## src/rtl/seg7_display_ctrl_if.sv

```systemverilog
// Display-word inputs and segment/scan outputs of the N-digit hex display controller.
// The master side drives the word and display modes; the slave side is the controller.
interface seg7_display_ctrl_if #(
    parameter int NUM_DIGITS = 2
);
    logic                    i_Load;
    logic [4*NUM_DIGITS-1:0] i_Value;
    logic                    i_Blank_Lz;
    logic                    i_Blink;
    logic [7*NUM_DIGITS-1:0] o_Segments;
    logic [6:0]              o_Scan_Seg;
    logic [NUM_DIGITS-1:0]   o_Scan_Sel;

    modport master (
        output i_Load, i_Value, i_Blank_Lz, i_Blink,
        input  o_Segments, o_Scan_Seg, o_Scan_Sel
    );

    modport slave (
        input  i_Load, i_Value, i_Blank_Lz, i_Blink,
        output o_Segments, o_Scan_Seg, o_Scan_Sel
    );
endinterface

```

## src/rtl/seg7_display_ctrl.sv

```systemverilog
// N-digit hex display controller: a latched display word drives per-digit static patterns
// and a time-multiplexed scan bus with a guard slot, leading-zero blanking and blink.

// Per-digit hex glyph decode. The output is active-high (bit0=A .. bit6=G) and reads zero when blanked.
module seg7_digit_dec (
    input  logic [3:0] nib,
    input  logic       blank,
    output logic [6:0] glyph
);
    always_comb begin
        glyph = 7'h00;
        if (!blank) begin
            case (nib)
                4'h0: glyph = 7'h3F;
                4'h1: glyph = 7'h06;
                4'h2: glyph = 7'h5B;
                4'h3: glyph = 7'h4F;
                4'h4: glyph = 7'h66;
                4'h5: glyph = 7'h6D;
                4'h6: glyph = 7'h7D;
                4'h7: glyph = 7'h07;
                4'h8: glyph = 7'h7F;
                4'h9: glyph = 7'h6F;
                4'hA: glyph = 7'h77;
                4'hB: glyph = 7'h7C;
                4'hC: glyph = 7'h39;
                4'hD: glyph = 7'h5E;
                4'hE: glyph = 7'h79;
                4'hF: glyph = 7'h71;
            endcase
        end
    end
endmodule

module seg7_display_ctrl #(
    parameter int NUM_DIGITS     = 2,
    parameter int SCAN_DIV       = 1000,
    parameter int BLINK_DIV      = 12500000,
    parameter bit SEG_ACTIVE_LOW = 1'b1,
    parameter bit DIG_ACTIVE_LOW = 1'b1
) (
    input logic                i_Clk,
    input logic                i_Rst_n,
    seg7_display_ctrl_if.slave bus
);
    localparam int IW = (NUM_DIGITS > 1) ? $clog2(NUM_DIGITS) : 1;
    localparam int PW = $clog2(SCAN_DIV);
    localparam int BW = (BLINK_DIV > 1) ? $clog2(BLINK_DIV) : 1;

    // XOR masks that turn active-high internal patterns into pin polarity.
    localparam logic [6:0]            SEG_OFF = SEG_ACTIVE_LOW ? 7'h7F : 7'h00;
    localparam logic [NUM_DIGITS-1:0] SEL_OFF = DIG_ACTIVE_LOW ? '1 : '0;

    logic [NUM_DIGITS-1:0][3:0] disp_q;
    logic [PW-1:0]              psc_q;
    logic [IW-1:0]              idx_q;
    logic [BW-1:0]              blink_cnt_q;
    logic                       blink_ph_q;
    logic                       psc_wrap;
    logic                       blink_off;
    logic                       zero_run;
    logic [NUM_DIGITS-1:0]      lz_blank;
    logic [NUM_DIGITS-1:0][6:0] glyph;
    logic [NUM_DIGITS-1:0][6:0] seg_q;
    logic [6:0]                 scan_seg_nxt;
    logic [6:0]                 scan_seg_q;
    logic [NUM_DIGITS-1:0]      scan_sel_nxt;
    logic [NUM_DIGITS-1:0]      scan_sel_q;

    always_ff @(posedge i_Clk or negedge i_Rst_n) begin
        if (!i_Rst_n)
            disp_q <= '0;
        else if (bus.i_Load)
            disp_q <= bus.i_Value;
    end

    // Blink phase flips every BLINK_DIV cycles whether or not blink is enabled.
    always_ff @(posedge i_Clk or negedge i_Rst_n) begin
        if (!i_Rst_n) begin
            blink_cnt_q <= '0;
            blink_ph_q  <= 1'b0;
        end else if (blink_cnt_q == BW'(BLINK_DIV - 1)) begin
            blink_cnt_q <= '0;
            blink_ph_q  <= ~blink_ph_q;
        end else begin
            blink_cnt_q <= blink_cnt_q + BW'(1);
        end
    end

    assign psc_wrap  = (psc_q == PW'(SCAN_DIV - 1));
    assign blink_off = bus.i_Blink & blink_ph_q;

    always_ff @(posedge i_Clk or negedge i_Rst_n) begin
        if (!i_Rst_n) begin
            psc_q <= '0;
            idx_q <= '0;
        end else if (psc_wrap) begin
            psc_q <= '0;
            idx_q <= (idx_q == IW'(NUM_DIGITS - 1)) ? '0 : idx_q + IW'(1);
        end else begin
            psc_q <= psc_q + PW'(1);
        end
    end

    // Leading zeros: walk down from the top digit while every digit so far is zero.
    always_comb begin
        lz_blank = '0;
        zero_run = 1'b1;
        for (int k = NUM_DIGITS - 1; k > 0; k--) begin
            zero_run    = zero_run & (disp_q[k] == 4'h0);
            lz_blank[k] = bus.i_Blank_Lz & zero_run;
        end
    end

    for (genvar k = 0; k < NUM_DIGITS; k++) begin : g_dig
        seg7_digit_dec u_dec (
            .nib   (disp_q[k]),
            .blank (lz_blank[k] | blink_off),
            .glyph (glyph[k])
        );
    end

    // Prescaler value 0 is the ghosting guard: nothing selected, bus dark.
    always_comb begin
        scan_sel_nxt = '0;
        scan_seg_nxt = 7'h00;
        for (int k = 0; k < NUM_DIGITS; k++) begin
            if (psc_q != '0 && idx_q == IW'(k)) begin
                scan_sel_nxt[k] = 1'b1;
                scan_seg_nxt    = glyph[k];
            end
        end
    end

    always_ff @(posedge i_Clk or negedge i_Rst_n) begin
        if (!i_Rst_n) begin
            seg_q      <= {NUM_DIGITS{SEG_OFF}};
            scan_seg_q <= SEG_OFF;
            scan_sel_q <= SEL_OFF;
        end else begin
            seg_q      <= glyph ^ {NUM_DIGITS{SEG_OFF}};
            scan_seg_q <= scan_seg_nxt ^ SEG_OFF;
            scan_sel_q <= scan_sel_nxt ^ SEL_OFF;
        end
    end

    assign bus.o_Segments = seg_q;
    assign bus.o_Scan_Seg = scan_seg_q;
    assign bus.o_Scan_Sel = scan_sel_q;
endmodule

```

## src/flat_wrapper.sv

```systemverilog
// flat-port wrapper written by rule: the top's interface ports become plain ports
module seg7_display_ctrl_flat 
#(
    parameter int NUM_DIGITS     = 2,
    parameter int SCAN_DIV       = 1000,
    parameter int BLINK_DIV      = 12500000,
    parameter bit SEG_ACTIVE_LOW = 1'b1,
    parameter bit DIG_ACTIVE_LOW = 1'b1
)
  (i_Clk, i_Rst_n, bus_i_Load, bus_i_Value, bus_i_Blank_Lz, bus_i_Blink, bus_o_Segments, bus_o_Scan_Seg, bus_o_Scan_Sel);
  seg7_display_ctrl_if #(.NUM_DIGITS(NUM_DIGITS)) bus_i ();
  input logic i_Clk;
  input logic i_Rst_n;
  input wire logic [$bits(bus_i.i_Load)-1:0] bus_i_Load;
  input wire logic [$bits(bus_i.i_Value)-1:0] bus_i_Value;
  input wire logic [$bits(bus_i.i_Blank_Lz)-1:0] bus_i_Blank_Lz;
  input wire logic [$bits(bus_i.i_Blink)-1:0] bus_i_Blink;
  output wire logic [$bits(bus_i.o_Segments)-1:0] bus_o_Segments;
  output wire logic [$bits(bus_i.o_Scan_Seg)-1:0] bus_o_Scan_Seg;
  output wire logic [$bits(bus_i.o_Scan_Sel)-1:0] bus_o_Scan_Sel;
  assign bus_i.i_Load = bus_i_Load;
  assign bus_i.i_Value = bus_i_Value;
  assign bus_i.i_Blank_Lz = bus_i_Blank_Lz;
  assign bus_i.i_Blink = bus_i_Blink;
  assign bus_o_Segments = bus_i.o_Segments;
  assign bus_o_Scan_Seg = bus_i.o_Scan_Seg;
  assign bus_o_Scan_Sel = bus_i.o_Scan_Sel;
  seg7_display_ctrl #(.NUM_DIGITS(NUM_DIGITS), .SCAN_DIV(SCAN_DIV), .BLINK_DIV(BLINK_DIV), .SEG_ACTIVE_LOW(SEG_ACTIVE_LOW), .DIG_ACTIVE_LOW(DIG_ACTIVE_LOW)) u_core (.i_Clk(i_Clk), .i_Rst_n(i_Rst_n), .bus(bus_i));
endmodule
```

## config.mk

```make
export PLATFORM = sky130hd
export DESIGN_NAME = seg7_display_ctrl_flat
export DESIGN_NICKNAME = d
export VERILOG_FILES = /design/src/rtl/seg7_display_ctrl_if.sv /design/src/rtl/seg7_display_ctrl.sv /design/src/flat_wrapper.sv
export SDC_FILE = /design/constraint.sdc
export NUM_CORES = 1
export LEC_CHECK = 0
export ABC_AREA = 0
export CORE_MARGIN = 1.5
export CORE_UTILIZATION = 25
export DETAILED_ROUTE_END_ITERATION = 16
export DONT_BUFFER_PORTS = 1
export PLACE_DENSITY = 0.46
export SLEW_MARGIN = 10
export SYNTH_ARGS = -nofsm -noshare
export SYNTH_HDL_FRONTEND = slang
export SYNTH_SLANG_ARGS = --single-unit
export TNS_END_PERCENT = 20
```

## constraint.sdc

```tcl
create_clock -name i_Clk -period 3.5 [get_ports i_Clk]
set_input_delay 0.175 -clock i_Clk [delete_from_list [all_inputs] [get_ports i_Clk]]
set_output_delay 0.175 -clock i_Clk [all_outputs]
set_load 0.02 [all_outputs]
```

Yosys cells after proc, flatten, opt, wreduce, memory -nomap -nowiden
Memory sizes are Yosys's and may differ from the RTL's.
Index checks and enable logic that the tools add are counted.

cells by class
  add/subtract/negate cells = 3
  eq/ne operators = 2
  muxes and demuxes = 9
  bitwise operators = 8
  reduce and logical (&&, ||, !) cells = 4

operators with widths
  operator                 count
  $mux W7                  4
  $add A24 B1 Y24 const B  1
  $eq A24 B24 Y1 const B   1
  $mux W24                 1
  $not A14 Y14             1
  $add A10 B1 Y10 const B  1
  $eq A10 B10 Y1 const B   1
  $mux W10                 1
  $reduce_bool A10 Y1      1
  $not A7 Y7               1
  $logic_not A4 Y1         1
  $mux W1                  3
  $and A1 B1 Y1            2
  $logic_and A1 B1 Y1      2
  $not A1 Y1               2
  $not A2 Y2               1
  $add A1 B1 Y1 const B    1
  $or A1 B1 Y1             1

word-level totals
  register bits after elaboration = 67
  memory bits (read-only) = 224
  input bits = 13
  word-level logic and storage cells = 38
  memories = 2

memories
  name             words  bits a word  rd ports  clocked after Yosys merged registers in  write ports  RTL line                 source
  (no name shown)  16     7            1         0                                        0            seg7_display_ctrl.sv:13  case (nib)
  (no name shown)  16     7            1         0                                        0            seg7_display_ctrl.sv:13

Depth between registers and ports, before layout
  depth in word-level cells = 6
  depth in mapped cells = 6
  mapped depth without buffers = 6

By module
A second synthesis with hierarchy kept.

unflattened totals
  cell total of the unflattened synthesis = 300
  area, all modules = 3298.2 um2

modules (own cells, without submodules)
  module                                   times used  cells each  area an instance (um2)  sequential area each (um2)
  seg7_display_ctrl                        1           234         2765.2                  1705.4
  seg7_digit_dec at u_core.g_dig[1].u_dec  1           33          269.0                   0.0
  seg7_digit_dec at u_core.g_dig[0].u_dec  1           33          264.0                   0.0

Worst setup path before layout
OpenSTA, ideal clock, no wires.

  path kind = register -> register
  start point = register u_core.blink_cnt_q[0]
  end point = register u_core.blink_cnt_q[10]
  setup time = 0.132 ns
  arrival = 1.660 ns
  data required time = 3.368 ns
  path slack = 1.708 ns
  stages on the path, launching flop included = 7
  clock period less this slack = 1.792 ns
  cell sequence = dfrtp_1 > ha_1 > and4_1 > nand2_1 > nor3_1 > clkbuf_1 > nor2_1

between the ends
  cells in the longest elaborated chain, start to end = 2

ends and longest elaborated chain
  what                                               RTL line                                          source
  start: declaration                                 seg7_display_ctrl.sv:57                           logic [BW-1:0] blink_cnt_q;
  start signal: assignment                           seg7_display_ctrl.sv:86                           blink_cnt_q <= blink_cnt_q + BW'(1);
  $add A24 B1 Y24 or $eq A24 B24 Y1 (tied branches)  seg7_display_ctrl.sv:86, seg7_display_ctrl.sv:82
  $mux W24 *                                         seg7_display_ctrl.sv:82                           end else if (blink_cnt_q == BW'(BLINK_DIV - 1)) begin

Mark *: on every way between the ends. The rest lies on a longest branch, timed or not.
A chain may end at the register's enable or synchronous reset.

Final worst setup path
  start point = register u_core.disp_q[5] (netlist bit)
  end point = register u_core.scan_seg_q[5] (netlist: u_core.bus.o_Scan_Seg[5])

between the ends
  cells in the longest elaborated chain, start to end = 6

ends and longest elaborated chain
  what                                                                    RTL line                  source
  start: declaration                                                      seg7_display_ctrl.sv:54   logic [NUM_DIGITS-1:0][3:0] disp_q;
  start signal: assignment                                                seg7_display_ctrl.sv:74   disp_q <= bus.i_Value;
  parallel branches: the longest is 3 deep, another holds $mem_v2 Z16 W7  n/a
  $mux W7 *                                                               seg7_display_ctrl.sv:12   if (!blank) begin
  $mux W7 *                                                               seg7_display_ctrl.sv:128  if (psc_q != '0 && idx_q == IW'(k)) begin
  $not A7 Y7 (no source line) *                                           n/a
  end signal: assignment                                                  seg7_display_ctrl.sv:142  scan_seg_q <= scan_seg_nxt ^ SEG_OFF;
  end: declaration                                                        seg7_display_ctrl.sv:66   logic [6:0] scan_seg_q;

Mark *: on every way between the ends.

==> results.md <==
- Number of enable-type register cells in the synthesized netlist: 0
- Slowest cell on the critical path: sky130_fd_sc_hd__a31oi_1
- Fraction of layout cells with a size suffix above 1: 0.150
- Synthesized area per cell: 10.7 µm²
- Via density per instance: 4.50
- Number of placement rows: 41
- Detail Route Antenna Nets: 0
- Post-synthesis sequential element count: 67
- Net count after synthesis: 329
- Overflow after GRT: 0
- Number of antenna violations at the first check in global routing: 0
- Area taken by flip-flops and latches: 1710 µm²
- Clock insertion delay at the later pin of the skew report: 0.33 ns
- Overall die width: 117 µm
- Cell type group with the largest total delay on the critical path: compound AO/OA/AOI/OAI gates
- Port-buffer cells: 0
- Final non-filler cell total: 491
- Fraction of registers with async set or reset after synthesis: 1.00
- Area of the core: 12600 µm²
- Sequential area share after synthesis: 0.528
- Synth top area share: 0.341
- Multi-input logic area: 1440 µm²
- Commonest non-fill, non-tap cell in the layout: sky130_fd_sc_hd__dfrtp_1
- Count of boundary I/O pins: 36
- Power per standard cell area: 524 nW/µm²
- Number of filler instances in the final layout: 1331
- Post-synth cell types: 48
- Number of buffers inserted to repair setup after CTS: 0
- 1st-iter DRT viols: 62
- Die area: 13600 µm²
- Buffering stage count on the worst path with inverters included: 1
- Global-route wire length before repair: 11400 µm
- Peak supply drop: 0.000371 V
- Routed wire length: 6870 µm
- Clock tree from TritonCTS: done
- Worst-case headroom to the max-slew limit: 0.574
- CP startpoint kind: register
- Count of inserted antenna diode cells: 0
- Cell breakdown of the critical path: inv_1 > ha_1 > a31oi_1 > o311ai_0 > o22a_1
- Ys flop type: sky130_fd_sc_hd__dfrtp_1
- Final Critical Period: 1.97 ns
- Crit-path max FO: 7
- Static leakage: 1.63 nW
- Inst Count DP: 464
- Required time at the worst-slack endpoint: 3.75 ns
- Max capacitance violation total: 0
- Number of sinks driven by the clock tree: 67
- Post-cts sizing count: 0
- GPL Wtd Cong: 0.747
- Routed wire per std cell: 14.0 µm
- Detail Placement HPWL: 4790 µm
- Via Count: 2211
- Area growth from synthesis to layout: 19.0%
- Crit path arrival time: 2.22 ns
- Starting utilization of the core area: 0.256
- Vias in the first global route: 2163
- Number of endpoints with negative hold slack in the final report: 0
- Top library cells by usage in the layout, fill and taps aside: sky130_fd_sc_hd__dfrtp_1, sky130_fd_sc_hd__nand2_1, sky130_fd_sc_hd__dfstp_2
- Clock tree buffer depth: 2
- Largest stage delay on the critical path: 0.47 ns
- Worst clock skew on the final layout: 0.00520 ns
- Maximum number of pins on one net before global-route repair: 68
- Die Span Y: 117 µm
- Dominant cell type by area after synthesis: sky130_fd_sc_hd__dfrtp_1
- CTS H-tree lvls: 3
- Setup Crit Path Kind: register to register
- Clock slew seen by the registers of the worst setup and hold paths: 0.05 ns
- Post-Synthesis Cells: 301
- RSZ-0062 raised after global routing: no
- Cell types occupying the most area after synthesis: sky130_fd_sc_hd__dfrtp_1, sky130_fd_sc_hd__dfstp_2, sky130_fd_sc_hd__ha_1
- Max Freq: 0.507 GHz
- Total DRC errors in the routed layout: 0
- Setup-violating endpoint count in the final report: 0
- Clock tree root driver cell: sky130_fd_sc_hd__clkbuf_16
- Number of nets in the finished design: 342
- Clock buffer count from CTS: 9
- Crit end category: register
- Result of the run: completed
- Slew @ Worst Pin: 0.632 ns
- Router iterations before antenna repair: 4
- Post-Route Setup TNS: 0 ns
- Final worst path period share: 0.563
- Worst Hold Class: input port to register
- All-layer global routing usage: 0.111
- Cell area after synthesis: 3230 µm²
- Number of hold buffers added after CTS: 11
- Slew Limit Fails: 0
- Synth warn: 0
==> layout make-up <==
type,instances,area share
tap,172,0.0560
sequential,67,0.444
clock buffer,15,0.0723
clock inverter,1,0.00781
inverter,12,0.0117
timing repair buffer,12,0.0352
multi-input combinational,212,0.373
==> power breakdown <==
group | switching, mW | internal (mW) | total, mW
registers | 0.0883 | 0.855 | 0.943
logic | 0.0797 | 0.0638 | 0.144
clock network | 0.317 | 0.611 | 0.927
==> worst paths after layout <==
check	start	cells past startpoint	end	slack (ns)
max in group asynchronous	i_Rst_n	2	u_core.bus.o_Scan_Seg[5]$_DFF_PN1_	2.78
setup reg to reg	u_core.disp_q[5]$_DFFE_PN0P_	5	u_core.bus.o_Scan_Seg[5]$_DFF_PN1_	1.53
min in group asynchronous	i_Rst_n	2	u_core.blink_cnt_q[19]$_DFF_PN0_	0.38
hold reg to reg	u_core.psc_q[0]$_DFF_PN0_	1	u_core.psc_q[0]$_DFF_PN0_	0.49
hold / removal	bus_i_Blink	2	u_core.bus.o_Segments[0]$_DFF_PN1_	0.09
setup / recovery	u_core.disp_q[5]$_DFFE_PN0P_	5	u_core.bus.o_Scan_Seg[5]$_DFF_PN1_	1.53
==> cell families after synthesis <==
kind of cell | synth area share
buf+inv | 0.0279
flops | 0.528
simple gates | 0.202
fa+ha+maj | 0.0581
compound gates | 0.108
xor+xnor | 0.0596
mux | 0.0163
==> sequential cells by signal (all words and copies together) (netlist names) <==
signal                 flops
u_core.bus.o_Scan_Seg      7
u_core.blink_cnt_q        24
u_core.idx_q               1
u_core.bus.o_Scan_Sel      2
u_core.disp_q              8
u_core.blink_ph_q          1
u_core.bus.o_Segments     14
u_core.psc_q              10
==> synthesized netlist by cell type, drive strengths merged (3+ instances only) <==
| cell | instances |
|---|---|
| a21oi | 10 |
| and2 | 5 |
| and3 | 3 |
| and4 | 3 |
| clkbuf | 9 |
| dfrtp | 44 |
| dfstp | 23 |
| ha | 15 |
| inv | 12 |
| mux2i | 3 |
| nand2 | 24 |
| nand2b | 7 |
| nand3 | 13 |
| nand4 | 5 |
| nor2 | 21 |
| nor2b | 8 |
| nor3 | 7 |
| nor4 | 4 |
| o21ai | 13 |
| o22a | 6 |
| o311ai | 6 |
| o31ai | 5 |
| or3 | 7 |
| or4 | 4 |
| xnor2 | 11 |
| xor2 | 11 |
==> routing by layer <==
metal  share of wire  up-vias  track usage  routed length [µm]
li1                -     1094            -                   -
met1            0.49     1076        0.148                3360
met2            0.46       36        0.171                3150
met3           0.043        5       0.0379                 295
met4          0.0082        0       0.0337                  56
met5               0        -            0                   0
==> stage by stage <==
stage                      util  setup WS (ns)  hold slack (ns)  cell area (µm²)  total power [mW]
after floorplan               -           1.71           -0.121             3230              1.03
after global placement    0.270           1.60           -0.117             3410              1.07
after detailed placement  0.270           1.55           -0.117             3410              1.07
after CTS                 0.305           1.56           0.0911             3840              2.05
after global routing      0.305           1.28            0.117             3840              2.10
final                     0.305           1.53           0.0919             3840              2.01
Power figures use the tool's default switching activity.
